<file path="config.mk">
export PLATFORM = sky130hd
export DESIGN_NAME = pcm_stream_player_flat
export DESIGN_NICKNAME = d
export VERILOG_FILES = /design/src/rtl/pcm_pkg.sv /design/src/rtl/pcm_stream_player_if.sv /design/src/rtl/pcm_rate_divider.sv /design/src/rtl/pcm_stream_player.sv /design/src/flat_wrapper.sv
export SDC_FILE = /design/constraint.sdc
export NUM_CORES = 1
export LEC_CHECK = 0
export ABC_AREA = 1
export BUFFER_PORTS_ARGS = -buffer_cell sky130_fd_sc_hd__buf_2
export CAP_MARGIN = 5
export CORE_ASPECT_RATIO = 0.7
export CORE_MARGIN = 2
export CORE_UTILIZATION = 53
export CTS_CLUSTER_DIAMETER = 60
export CTS_CLUSTER_SIZE = 28
export DETAILED_ROUTE_END_ITERATION = 6
export PLACE_DENSITY = 0.76
export SLEW_MARGIN = 30
export SYNTH_ARGS = -nofsm -noshare
export SYNTH_HDL_FRONTEND = slang
export SYNTH_SLANG_ARGS = --single-unit
</file>
<file path="constraint.sdc">
create_clock -name clk -period 4.4 [get_ports clk]
set_input_delay 0.22 -clock clk [delete_from_list [all_inputs] [get_ports clk]]
set_output_delay 0.22 -clock clk [all_outputs]
set_load 0.03 [all_outputs]
</file>
<file path="src/rtl/pcm_pkg.sv">
// Shared types and constants for the PCM stream player.
package pcm_pkg;

  typedef enum logic [1:0] {
    StIdle,
    StRun,
    StFetch,
    StPresent
  } pcm_state_e;

  localparam logic [2:0] RegCtrl    = 3'd0;
  localparam logic [2:0] RegRateSel = 3'd1;
  localparam logic [2:0] RegTblIdx  = 3'd2;
  localparam logic [2:0] RegTblVal  = 3'd3;
  localparam logic [2:0] RegEndLo   = 3'd4;
  localparam logic [2:0] RegEndHi   = 3'd5;
  localparam logic [2:0] RegVol     = 3'd6;

  localparam int unsigned CtrlPlay  = 0;
  localparam int unsigned CtrlPause = 1;
  localparam int unsigned CtrlLoop  = 2;
  localparam int unsigned CtrlStop  = 3;

  localparam int unsigned DefaultInterval = 6250;

endpackage

</file>
<file path="src/rtl/pcm_stream_player_if.sv">
// Control bus, sample ROM port and streaming outputs of the PCM stream player.
interface pcm_stream_player_if #(
  parameter int unsigned SAMPLE_W = 16,
  parameter int unsigned ADDR_W   = 17,
  parameter int unsigned NUM_CH   = 2
);
  logic                         chipselect;
  logic                         write;
  logic                         read;
  logic [2:0]                   address;
  logic [15:0]                  writedata;
  logic [15:0]                  readdata;
  logic [ADDR_W-1:0]            rom_addr;
  logic [SAMPLE_W-1:0]          rom_data;
  logic [NUM_CH-1:0]            st_ready;
  logic [NUM_CH-1:0]            st_valid;
  logic [NUM_CH*SAMPLE_W-1:0]   st_data;
  logic                         done;

  modport master (
    output chipselect, write, read, address, writedata, rom_data, st_ready,
    input  readdata, rom_addr, st_valid, st_data, done
  );

  modport slave (
    input  chipselect, write, read, address, writedata, rom_data, st_ready,
    output readdata, rom_addr, st_valid, st_data, done
  );
endinterface

</file>
<file path="src/rtl/pcm_rate_divider.sv">
// Sample-rate divider: counts while enabled and not paused, ticks when count reaches limit.
module pcm_rate_divider #(
  parameter int unsigned DIV_W = 16
) (
  input  logic             clk,
  input  logic             reset,
  input  logic             enable,
  input  logic             pause,
  input  logic             clear,
  input  logic [DIV_W-1:0] limit,
  output logic             tick
);
  logic [DIV_W-1:0] count_q;

  assign tick = enable && !pause && !clear && (count_q >= limit);

  always_ff @(posedge clk or posedge reset) begin
    if (reset) begin
      count_q <= '0;
    end else if (clear || tick) begin
      count_q <= '0;
    end else if (enable && !pause) begin
      count_q <= count_q + 1'b1;
    end
  end
endmodule

</file>
<file path="src/rtl/pcm_stream_player.sv">
// PCM playback engine: paces ROM fetches with a rate table and fans each sample out
// to NUM_CH ready/valid lanes. Assumes 16 < ADDR_W and DIV_W <= 16.
module pcm_stream_player
  import pcm_pkg::*;
#(
  parameter int unsigned SAMPLE_W  = 16,
  parameter int unsigned ADDR_W    = 17,
  parameter int unsigned NUM_CH    = 2,
  parameter int unsigned DIV_W     = 16,
  parameter int unsigned NUM_RATES = 4
) (
  input logic                clk,
  input logic                reset,
  pcm_stream_player_if.slave bus
);
  localparam int unsigned RATE_W = $clog2(NUM_RATES);

  pcm_state_e          state_q, state_d;
  logic [DIV_W-1:0]    interval_q [NUM_RATES];
  logic [RATE_W-1:0]   rate_sel_q, tbl_idx_q;
  logic [ADDR_W-1:0]   end_q, addr_q, addr_d;
  logic [3:0]          vol_q;
  logic                loop_q, paused_q;
  logic [7:0]          overrun_q;
  logic [NUM_CH-1:0]   valid_q, valid_d;
  logic [SAMPLE_W-1:0] sample_q;
  logic                done_q, done_d;
  logic [15:0]         readdata_q;
  logic                wr, play, stop, tick, busy;

  assign wr   = bus.chipselect && bus.write;
  assign play = wr && (bus.address == RegCtrl) && bus.writedata[CtrlPlay];
  assign stop = wr && (bus.address == RegCtrl) && bus.writedata[CtrlStop];
  assign busy = (state_q != StIdle);

  pcm_rate_divider #(
    .DIV_W(DIV_W)
  ) u_div (
    .clk   (clk),
    .reset (reset),
    .enable(busy),
    .pause (paused_q),
    .clear (!busy || stop),
    .limit (interval_q[rate_sel_q]),
    .tick  (tick)
  );

  always_ff @(posedge clk or posedge reset) begin
    if (reset) begin
      for (int i = 0; i < NUM_RATES; i++) interval_q[i] <= DIV_W'(DefaultInterval);
      rate_sel_q <= '0;
      tbl_idx_q  <= '0;
      end_q      <= '1;
      vol_q      <= '0;
      loop_q     <= 1'b0;
      paused_q   <= 1'b0;
    end else if (wr) begin
      case (bus.address)
        RegCtrl: begin
          paused_q <= bus.writedata[CtrlPause];
          loop_q   <= bus.writedata[CtrlLoop];
        end
        RegRateSel: rate_sel_q <= bus.writedata[RATE_W-1:0];
        RegTblIdx:  tbl_idx_q <= bus.writedata[RATE_W-1:0];
        RegTblVal:  interval_q[tbl_idx_q] <= bus.writedata[DIV_W-1:0];
        RegEndLo:   end_q[15:0] <= bus.writedata;
        RegEndHi:   end_q[ADDR_W-1:16] <= bus.writedata[ADDR_W-17:0];
        RegVol:     vol_q <= bus.writedata[3:0];
        default: ;
      endcase
    end
  end

  always_comb begin
    state_d = state_q;
    addr_d  = addr_q;
    valid_d = valid_q;
    done_d  = 1'b0;
    unique case (state_q)
      StIdle: begin
        addr_d = '0;
        if (play) state_d = StRun;
      end
      StRun: begin
        if (tick) state_d = StFetch;
      end
      StFetch: begin
        valid_d = '1;
        state_d = StPresent;
      end
      StPresent: begin
        valid_d = valid_q & ~bus.st_ready;
        // Advance only once every lane has taken the sample.
        if (valid_d == '0) begin
          if (addr_q == end_q) begin
            addr_d = '0;
            if (loop_q) begin
              state_d = StRun;
            end else begin
              state_d = StIdle;
              done_d  = 1'b1;
            end
          end else begin
            addr_d  = addr_q + 1'b1;
            state_d = StRun;
          end
        end
      end
      default: state_d = StIdle;
    endcase
    if (stop) begin
      state_d = StIdle;
      valid_d = '0;
      addr_d  = '0;
      done_d  = 1'b0;
    end
  end

  always_ff @(posedge clk or posedge reset) begin
    if (reset) begin
      state_q    <= StIdle;
      addr_q     <= '0;
      valid_q    <= '0;
      sample_q   <= '0;
      done_q     <= 1'b0;
      overrun_q  <= '0;
      readdata_q <= '0;
    end else begin
      state_q <= state_d;
      addr_q  <= addr_d;
      valid_q <= valid_d;
      done_q  <= done_d;
      if (state_q == StFetch) sample_q <= $signed(bus.rom_data) >>> vol_q;
      // A tick while a sample is still in flight is lost and counted.
      if (stop) begin
        overrun_q <= '0;
      end else if (tick && (state_q == StFetch || state_q == StPresent) &&
                   overrun_q != 8'hFF) begin
        overrun_q <= overrun_q + 1'b1;
      end
      if (bus.chipselect && bus.read) begin
        readdata_q <= {overrun_q, 4'b0, loop_q, paused_q, busy, busy && !paused_q};
      end
    end
  end

  assign bus.st_valid = valid_q;
  assign bus.st_data  = {NUM_CH{sample_q}};
  assign bus.rom_addr = addr_q;
  assign bus.done     = done_q;
  assign bus.readdata = readdata_q;
endmodule

</file>
<file path="src/flat_wrapper.sv">
// flat-port wrapper written by rule: the top's interface ports become plain ports
module pcm_stream_player_flat import pcm_pkg::*;
#(
  parameter int unsigned SAMPLE_W  = 16,
  parameter int unsigned ADDR_W    = 17,
  parameter int unsigned NUM_CH    = 2,
  parameter int unsigned DIV_W     = 16,
  parameter int unsigned NUM_RATES = 4
)
  (clk, reset, bus_chipselect, bus_write, bus_read, bus_address, bus_writedata, bus_rom_data, bus_st_ready, bus_readdata, bus_rom_addr, bus_st_valid, bus_st_data, bus_done);
  pcm_stream_player_if #(.SAMPLE_W(SAMPLE_W), .ADDR_W(ADDR_W), .NUM_CH(NUM_CH)) bus_i ();
  input logic clk;
  input logic reset;
  input wire logic [$bits(bus_i.chipselect)-1:0] bus_chipselect;
  input wire logic [$bits(bus_i.write)-1:0] bus_write;
  input wire logic [$bits(bus_i.read)-1:0] bus_read;
  input wire logic [$bits(bus_i.address)-1:0] bus_address;
  input wire logic [$bits(bus_i.writedata)-1:0] bus_writedata;
  input wire logic [$bits(bus_i.rom_data)-1:0] bus_rom_data;
  input wire logic [$bits(bus_i.st_ready)-1:0] bus_st_ready;
  output wire logic [$bits(bus_i.readdata)-1:0] bus_readdata;
  output wire logic [$bits(bus_i.rom_addr)-1:0] bus_rom_addr;
  output wire logic [$bits(bus_i.st_valid)-1:0] bus_st_valid;
  output wire logic [$bits(bus_i.st_data)-1:0] bus_st_data;
  output wire logic [$bits(bus_i.done)-1:0] bus_done;
  assign bus_i.chipselect = bus_chipselect;
  assign bus_i.write = bus_write;
  assign bus_i.read = bus_read;
  assign bus_i.address = bus_address;
  assign bus_i.writedata = bus_writedata;
  assign bus_i.rom_data = bus_rom_data;
  assign bus_i.st_ready = bus_st_ready;
  assign bus_readdata = bus_i.readdata;
  assign bus_rom_addr = bus_i.rom_addr;
  assign bus_st_valid = bus_i.st_valid;
  assign bus_st_data = bus_i.st_data;
  assign bus_done = bus_i.done;
  pcm_stream_player #(.SAMPLE_W(SAMPLE_W), .ADDR_W(ADDR_W), .NUM_CH(NUM_CH), .DIV_W(DIV_W), .NUM_RATES(NUM_RATES)) u_core (.clk(clk), .reset(reset), .bus(bus_i));
endmodule
</file>
==> Flow_metrics.wiki <==
{| class="wikitable"
! Metric !! Value
|-
| Ys Warns || 0
|-
| Effective utilization at floorplan || 53.9%
|-
| Post-cts hold buffer count || 0
|-
| Crit path max fanout || 34
|-
| Crit-path slowest cell || clkinv_1
|-
| WL per Instance || 14.6 um
|-
| # clock sinks || 165
|-
| Chip Width || 158 um
|-
| Final worst path period share || 78.7%
|-
| Chip height || 112 um
|-
| Fin. Hold Viols || 0
|-
| Quantity of gates resized following cts || 0
|-
| Initial DRC count || 769
|-
| Post-synth EDFFs || 0
|-
| Clock tree from TritonCTS || built
|-
| Number of unique standard cell types used by synthesis || 44
|-
| Worst-Margin Slew || 0.942 ns
|-
| Layout Nets || 1,226
|-
| Setup repair after global routing missed its margin || no
|-
| Max Fclk || 0.289 GHz
|-
| Type of the setup path with the least slack || flop to flop
|-
| Area post-placement || 9290 sq um
|-
| Max Cap Violations || 0
|-
| Global router's overall resource usage || 24.0%
|-
| I/O Pins || 110
|-
| Number of inserted diodes || 0
|-
| Routed WL || 20.4 mm
|-
| Class of the tightest hold or removal check || input port to flop
|-
| Fraction of final layout cells sized beyond drive strength 1 || 17.6%
|-
| DIE AREA || 17,600 sq um
|-
| Root cell of the clock tree || clkbuf_16
|-
| Longest Clk Path Bufs || 2
|-
| Data required time at the worst endpoint || 4.72 ns
|-
| Final max-slew violation count || 0
|-
| Maximum number of pins on one net before global-route repair || 166
|-
| Critical Path Max Stage Delay || 0.78 ns
|-
| Total number of vias || 7,380
|-
| Leakage power summed over all cells || 0.00477 uW
|-
| Run status || completed
|-
| Minimum setup slack in the final design || 0.936 ns
|-
| FFs w/ async S/R, synth || 100%
|-
| DRC || 0
|-
| Synthesized area per cell || 8.03 sq um
|-
| Maximum clock skew at final layout || 0.00816 ns
|-
| Sequential element share of the synthesized area || 47.7%
|-
| Clock slew seen by the registers of the worst setup and hold paths || 0.06 ns
|-
| Worst path most repeated cell || nand2_1
|-
| #FFs+latches synth || 165
|-
| Insertion delay of the later-clocked pin in the worst-skew pair || 0.43 ns
|-
| Headroom to the max-slew limit || 37.2%
|-
| Setup violators final || 0
|-
| Number of global-route vias before repair || 6,500
|-
| Post-CTS Setup Bufs || 0
|-
| Residual overflow from global routing || 0
|-
| Final period demand of the worst path || 3.46 ns
|-
| Worst path cell trace || buf_4, clkinv_1, o21ai_0, o22ai_1, ha_1, nand4_1, nor2_1, nor2_1, nand2_1, nand2_1, nand2_1, nand2_4, nor2_4, inv_2, nand3_1, nand2_1
|-
| Prevailing post-synth register cell || dfrtp_1
|-
| Port bufs || 105
|-
| Cells after Synth || 1,091
|-
| Gpl congestion || 0.880
|-
| Placement Setup Slack || 1.14 ns
|-
| H-tree depth reported by CTS || 4
|-
| DP HPWL || 14.4 mm
|-
| Final antenna-violating net count || 0
|-
| Global-route wire length before repair || 33.4 mm
|-
| Worst Path Arrival || 3.78 ns
|-
| Total power density per cell area || 560 nW/um^2
|-
| Post-synthesis to final-layout area growth || 13.5%
|-
| Pre-antenna DRT Iters || 7
|-
| CP Launch Type || flop
|-
| Summed negative setup slack over all endpoints || 0 ns
|-
| Kind of end point of the critical path || flop
|-
| Final cell area excluding filler cells || 9940 sq um
|-
| Total standard cell area after synthesis || 8760 sq um
|-
| Worst voltage drop across the vdd grid || 0.000326 V
|-
| Hold slack final || 0.127 ns
|-
| Core outline area || 16,200 sq um
|-
| CTS Buf Count || 17
|-
| Via density per instance || 5.28
|-
| Row count || 39
|-
| Antenna violations before repair || 0
|}
## final cells by class
class	count	area (sq um)
well taps	225	282
flip-flops and latches	165	4180
multi-input cells	775	3930
clock inverters	7	120
inverters	92	352
clock buffers	25	495
repair buffers	109	591
fillers	1392	6300
## power by group
| group | total [uW] | internal, uW | switching, uW | leakage (uW) |
|---|---|---|---|---|
| registers | 2100 | 1860 | 248 | 0.00206 |
| clock network | 1550 | 955 | 596 | 0.000298 |
| logic | 1910 | 590 | 1320 | 0.00241 |
## path summary, 6_finish.rpt
check | cells past startpoint | slack [ns] | endpoint | startpoint
worst max register to register | 16 | 0.94 | u_core.overrun_q[5]$_DFFE_PP0P_ | u_core.rate_sel_q[0]$_DFFE_PP0P_
worst max-delay path | 16 | 0.94 | u_core.overrun_q[5]$_DFFE_PP0P_ | u_core.rate_sel_q[0]$_DFFE_PP0P_
max in group asynchronous | 5 | 3.08 | u_core.bus.readdata[1]$_DFFE_PP0P_ | reset
worst min register to register | 2 | 0.49 | u_core.bus.readdata[3]$_DFFE_PP0P_ | u_core.bus.readdata[3]$_DFFE_PP0P_
worst min-delay path | 3 | 0.13 | u_core.sample_q[15]$_DFFE_PP0P_ | bus_rom_data[15]
min in group asynchronous | 4 | 0.40 | u_core.interval_q[36]$_DFFE_PP0P_ | reset
## layer usage
layer | track usage, % | vias to the layer above | routed length (um)
li1 | - | 3683 | -
met1 | 38.4 | 3468 | 10600
met2 | 33.2 | 213 | 8380
met3 | 5.10 | 16 | 1270
met4 | 5.33 | 0 | 156
met5 | 0 | - | 0
## registers in the layout, summed over array words and instances (netlist names)
register / cells
u_core.bus.done: 1
u_core.bus.readdata: 12
u_core.bus.rom_addr: 17
u_core.bus.st_valid: 2
u_core.end_q: 17
u_core.interval_q: 64
u_core.loop_q: 1
u_core.overrun_q: 8
u_core.paused_q: 1
u_core.rate_sel_q: 2
u_core.sample_q: 16
u_core.state_q: 2
u_core.tbl_idx_q: 2
u_core.u_div.count_q: 16
u_core.vol_q: 4
## synthesized netlist by cell type, types with 2 or more instances
master | n | area, sq um
inv_1 | 86 | 323
o211ai_1 | 4 | 30.0
nand3_1 | 33 | 165
nor3b_2 | 2 | 25.0
a21boi_0 | 2 | 15.0
a32o_1 | 15 | 150
a21oi_1 | 56 | 280
nor2_1 | 67 | 251
nor2_2 | 4 | 25.0
o21ai_0 | 142 | 711
dfstp_2 | 41 | 1080
buf_4 | 21 | 158
nor3b_1 | 2 | 15.0
nor3_1 | 10 | 50.1
nand2_1 | 334 | 1250
a31oi_1 | 6 | 37.5
nor2_4 | 2 | 22.5
ha_1 | 24 | 300
buf_2 | 4 | 20.0
dfrtp_1 | 124 | 3100
nand2_4 | 4 | 45.0
nor3_2 | 2 | 20.0
nand4_1 | 12 | 75.1
xor2_1 | 18 | 158
inv_2 | 4 | 15.0
mux2i_1 | 4 | 40.0
o21a_1 | 2 | 15.0
o22ai_1 | 2 | 12.5
nand3b_1 | 3 | 22.5
buf_6 | 2 | 22.5
xnor2_1 | 10 | 87.6
clkbuf_1 | 35 | 131
nand2_2 | 3 | 18.8
## per-stage QoR
stage | cells | power, uW | utilization, %
2_1_floorplan | 1094 | 3640 | -
3_3_place_gp | 1364 | 3970 | 57.1
3_5_place_dp | 1364 | 4020 | 57.2
4_1_cts | 1396 | 5590 | 61.0
5_1_grt | 1398 | 5920 | 61.2
6_report | 1398 | 5570 | 61.2
## worst max-delay path, delay by kind of cell, from the launching register on
family                     cells  cell delay, ns
buffers and inverters          3            1.22
and+or+nand+nor               10            0.97
AOI/OAI and AO/OA              2            0.55
DFF                            1            0.32
adders and majority gates      1            0.29
## cells by family (layout without fill, tap and decap cells)
group | count (synthesis) | in the layout | synth area share (%)
multiplexers | 4 | 4 | 0.457
AND/OR/NAND/NOR | 483 | 483 | 23.3
XOR/XNOR | 28 | 28 | 2.80
other | 1 | 4 | 0.0428
buffers and inverters | 154 | 233 | 7.76
adder cells (fa/ha/maj) | 24 | 24 | 3.43
AO/OA/AOI/OAI | 232 | 232 | 14.5
flip-flops | 165 | 165 | 47.7
## cell usage in the layout (no fill, tap or decap), drive strengths merged, types with 2 or more instances in the layout
cell,instances
nand2,341
clkbuf,25
nor2,73
clkinv,5
o21a,2
xnor2,10
buf,108
a21oi,56
nor4,2
o21ai,143
dfstp,41
a32o,15
xor2,18
nor3b,4
conb,4
nand3b,3
nor3,12
o22ai,2
clkinvlp,2
a31oi,6
inv,89
nand3,34
a21boi,2
dfrtp,124
mux2i,4
o211ai,4
ha,24
nand4,12
bufinv,3
No activity file was read; power rests on OpenSTA's default activity.
